--- config.mk ---
export PLATFORM = sky130hd
export DESIGN_NAME = weight_stream_loader
export DESIGN_NICKNAME = d
export VERILOG_FILES = /design/src/rtl/weight_stream_loader.sv
export SDC_FILE = /design/constraint.sdc
export NUM_CORES = 1
export LEC_CHECK = 0
export ABC_AREA = 0
export CORE_MARGIN = 1
export CORE_UTILIZATION = 60
export DETAILED_ROUTE_END_ITERATION = 12
export HOLD_SLACK_MARGIN = 0.06
export MAX_ROUTING_LAYER = met4
export PLACE_DENSITY_LB_ADDON = 0.3
export SLEW_MARGIN = 10
export SYNTH_ARGS = -nofsm -noshare
export SYNTH_HDL_FRONTEND = slang
export SYNTH_SLANG_ARGS = --single-unit
--- constraint.sdc ---
create_clock -name clk -period 8.2 [get_ports clk]
set_clock_uncertainty 0.2 [all_clocks]
set_input_delay 1.23 -clock clk [delete_from_list [all_inputs] [get_ports clk]]
set_output_delay 1.23 -clock clk [all_outputs]
set_load 0.03 [all_outputs]
--- src/rtl/weight_stream_loader.sv ---
// weight_stream_loader: packs a 64-bit AXI-Stream weight feed into ordered 72-bit weight-manager writes (9 beats -> 8 words per group).
module weight_stream_loader #(
  parameter int DEPTH      = 4096,
  parameter int ADDR_WIDTH = $clog2(DEPTH),
  parameter int GRP_WIDTH  = ADDR_WIDTH + 4
) (
  input  logic                 clk,
  input  logic                 rst,
  input  logic                 start,
  input  logic [GRP_WIDTH-1:0] num_groups,
  input  logic [63:0]          s_axis_tdata,
  input  logic                 s_axis_tvalid,
  output logic                 s_axis_tready,
  input  logic                 s_axis_tlast,
  output logic                 wr_en,
  output logic [71:0]          wr_data,
  output logic                 busy,
  output logic                 done,
  output logic                 error
);
  localparam int BW = GRP_WIDTH + 4;
  typedef enum logic [1:0] {IDLE, LOAD, FLUSH, DONE} state_t;
  state_t state, state_n;
  logic [135:0] sbuf, buf_s, buf_n;
  logic [7:0] cnt, cnt_e, cnt_n;
  logic [BW-1:0] beats_left;
  logic emit, hs, last_beat;
  assign emit = cnt >= 8'd72;
  assign cnt_e = emit ? cnt - 8'd72 : cnt;
  assign s_axis_tready = (state == LOAD) && (beats_left != '0) && (cnt_e <= 8'd72);
  assign hs = s_axis_tvalid & s_axis_tready;
  assign last_beat = beats_left == BW'(1);
  assign busy = state != IDLE;
  assign done = state == DONE;
  // the emitted word leaves the bottom while the new beat lands just above the remaining bits
  always_comb begin
    buf_s = emit ? sbuf >> 72 : sbuf;
    buf_n = buf_s;
    if (hs) buf_n[cnt_e +: 64] = s_axis_tdata;
    cnt_n = cnt_e + (hs ? 8'd64 : 8'd0);
  end
  always_comb begin
    state_n = state;
    state_n = state == IDLE  ? (start ? (num_groups != '0 ? LOAD : DONE) : IDLE)
            : state == LOAD  ? (hs && last_beat ? FLUSH : LOAD)
            : state == FLUSH ? (cnt == 8'd0 ? DONE : FLUSH)
            : IDLE;
  end
  always_ff @(posedge clk) begin
    if (rst) begin
      state      <= IDLE;
      sbuf       <= '0;
      cnt        <= '0;
      beats_left <= '0;
      wr_en      <= 1'b0;
      wr_data    <= '0;
      error      <= 1'b0;
    end else begin
      state <= state_n;
      sbuf  <= buf_n;
      cnt   <= cnt_n;
      wr_en <= emit;
      if (emit) wr_data <= sbuf[71:0];
      if (state == IDLE && start) begin
        beats_left <= BW'({num_groups, 3'b000}) + BW'(num_groups);
        error      <= 1'b0;
      end else if (hs) begin
        beats_left <= beats_left - BW'(1);
        if (s_axis_tlast != last_beat) error <= 1'b1;
      end
    end
  end
endmodule

==> run summary <==
* finished clean — result of the run
* 237 — Num Clock Sinks
* reg2reg — class of the most critical setup path
* 86 — Synth cell types
* 1901 — Synthesized Nets
* 0.177 mV — peak supply drop
* 56 — row count
* 0 — Synthesis Warnings
* 24700 µm² — area of the die
* flop — CP Capture Type
* 153 MHz — max frequency
* 6 — TritonRoute pass-1 iters
* 26 — number of buffers inserted during clock tree synthesis
* 1 — antenna violations before repair
* 83.5 mm — wire length of the first global-routing pass
* 7.04 — routed vias/inst
* met2 — busiest metal layer after global routing
* 15400 — via count
* 0.0769 — share of post-route cells with drive strength above 1
* 237 — synthesis-stage register bit count
* 0 — max cap viols
* 13 — depth of the worst register-to-register path
* 14400 µm² — cell area after synthesis
* 1 — H-tree depth
* 161 — buffers added on ports
* 0.329 — area share of the largest cell type after synthesis
* 0.698 — grt met2 use
* 204 nW/µm² — power density of the placed cells
* no — setup repair after global routing missed its margin
* nand2_1 — most common cell after layout, fill and taps aside
* 8.39 ns — required time of the worst setup path
* 25.8 µm — routed length per placed instance
* 6.55 ns — minimum clock period
* 0 — residual overflow from global routing
* nand2_1, dfxtp_1, clkdlybuf4s50_1, a21oi_1, mux2i_1 — most used cells in the layout excluding fill and tap cells
* 0 — Hold Violations, Final
* 6.74 ns — data arrival at the endpoint of the critical path
* 17.0% — Area Overhead vs Synth
* reg2reg — classification of the worst-slack hold path
* 1963 — final layout net count
* 162 — IO Pins
* 0 — ANT nets after route
* 1.33 ns — slew at the pin closest to its max-slew limit
* 0.570 — GR met1 Demand/Resource
* 0.612 — Initial Utilization
* 0 — post-cts hold buffer count
* 0 — count of flip-flops with a built-in enable after synthesis
* 0.799 — Period Utilization, post-route
* 0.54 ns — source-to-sink clock delay at the later pin of the worst-skew pair
* 1792 — Synth Instances
* 0 — DRC viols
* 3 — CTS max path bufs
* 157 µm — Horiz. Die Dim
* dfxtp_1 — cell taking the most area after synthesis
* 1.02 — last weighted congestion value of the routability-driven placer
* 0 — # setup viols final
* 56.5 mm — WL final
* 0.0749 — met3 demand-to-capacity share in global routing
* 133 — pin count of the biggest net entering global routing
* 157 µm — die span in y
* 0.07 ns — clock transition at the registers of the reported paths
* dfxtp_1, nand2_1, mux2i_1, a21oi_1, a221oi_1 — Area contributors post-synth
* 16000 µm² — Placed Instance Area
* 2 — number of cells traversed by the worst hold path
* 14100 — via count of the first global-routing pass
* 0.112 — worst-case headroom to the max-slew limit
* 0.329 — sequential fraction of the synthesis area
* flop — element type at the critical path start
* 0 — async set or reset register ratio after synthesis
* 64 — crit-path max FO
* yes — CTS tree
* 8.04 µm² — mean instance size in the synthesized netlist
* 0 — Resized Gates After CTS
* clkbuf_16 — cell at the root of the clock tree
* 5.69 nW — Lkg Pwr
* dfxtp_1 — leading register cell type out of synthesis
* 39.8 mm — post-detailed-placement half-perimeter wirelength
* 0 — Post-CTS Setup Inserts
* 0 ns — post-route setup TNS
* 0.458 — global-route total usage across every layer
* 0.250 ns — worst-case hold slack
* 16900 µm² — final std cell area, no fill
* 0 — Final Slew Violations
* 23500 µm² — core area
* 2341 — initial drt markers
metal layers:
| metal | vias up | wire, µm |
|---|---|---|
| met2 | 1054 | 25200 |
| met1 | 7337 | 21700 |
| met5 | - | 0 |
| met3 | 246 | 5600 |
| li1 | 6812 | - |
| met4 | 0 | 4030 |
flip-flops by register name (all words and copies together), names as in the netlist:
| register | flops |
|---|---|
| wr_en | 1 |
| wr_data | 72 |
| error | 1 |
| cnt | 5 |
| sbuf | 136 |
| beats_left | 20 |
| state | 2 |
metrics by stage:
| stage | total power [mW] | utilization | setup WS, ns | cells |
|---|---|---|---|---|
| after floorplan | 1.87 | - | 3.46 | 1792 |
| after global placement | 2.19 | 0.679 | 2.21 | 2144 |
| after detailed placement | 2.20 | 0.679 | 1.95 | 2144 |
| after CTS | 3.38 | 0.716 | 1.84 | 2191 |
| after global routing | 3.51 | 0.716 | 1.16 | 2193 |
| final | 3.44 | 0.716 | 1.65 | 2193 |
critical path: stages (launching register included):
cell and delay [ns]:
dfxtp_1 0.50, inv_1 0.13, ha_1 0.25, o21ai_0 0.40, nand2_4 0.48, o21ai_0 0.51
ha_1 0.43, inv_1 0.11, ha_1 0.85, inv_2 0.55, nor2_2 0.96, nand2_1 0.17
a21oi_1 0.64, a21oi_1 0.16
cells in the mapped netlist (4+ instances only):
library cell and instances:
o31ai_1 11, nor2b_1 9, buf_1 7, and2_1 15, or3_1 7, a311oi_1 16, clkbuf_1 108, and3_1 11
nor3_1 19, xnor2_1 16, a2111oi_0 8, mux2i_1 95, nand3b_1 15, a31oi_1 18, a41o_1 32, o22ai_1 34
mux2_2 26, nand2_1 370, ha_1 23, nand4_1 12, inv_2 4, nor4_1 29, xor2_1 6, a2bb2o_1 8
a22o_1 17, nor2_1 87, o211ai_1 5, a221oi_2 10, inv_1 28, o22a_1 6, a221oi_1 53, o21ai_0 30
a22oi_1 55, o21a_1 6, nand3_1 43, a21oi_1 152, buf_2 30, a21o_1 7, dfxtp_1 237, a211oi_1 37
mux4_2 10, o21bai_1 7
path summary, 6_finish.rpt:
path | from | end | slack, ns
max | cnt[4] | sbuf[61] | 1.65
min | wr_data[48] | wr_data[48] | 0.25
max reg2reg | cnt[4] | sbuf[61] | 1.65
min reg2reg | wr_data[48] | wr_data[48] | 0.25
cell families (layout without fill, tap and decap cells):
group                      Yosys count  in the layout  synth area share
AOI/OAI and AO/OA                  554            554             0.282
xor gates and xnor gates            22             22            0.0134
adders and majority gates           24             24            0.0214
buffers and inverters              180            261            0.0510
DFF                                237            237             0.329
muxes                              132            132             0.103
other                                0              1                 0
and+or+nand+nor                    643            643             0.200
where the power goes:
part	switching [mW]	leakage (nW)	total (mW)	internal, mW
logic	0.663	3.34	0.993	0.330
registers	0.0438	1.92	1.25	1.20
clock network	0.502	0.431	1.20	0.695
cell type report:
class | count | area, µm²
tap | 319 | 399
clock inverter | 14 | 151
clock buffer | 33 | 727
multi-input combinational | 1375 | 8950
fill | 1774 | 6680
sequential | 237 | 4740
antenna | 1 | 2.50
inverter | 32 | 121
timing repair buffer | 182 | 1770
Power figures use the tool's default switching activity.
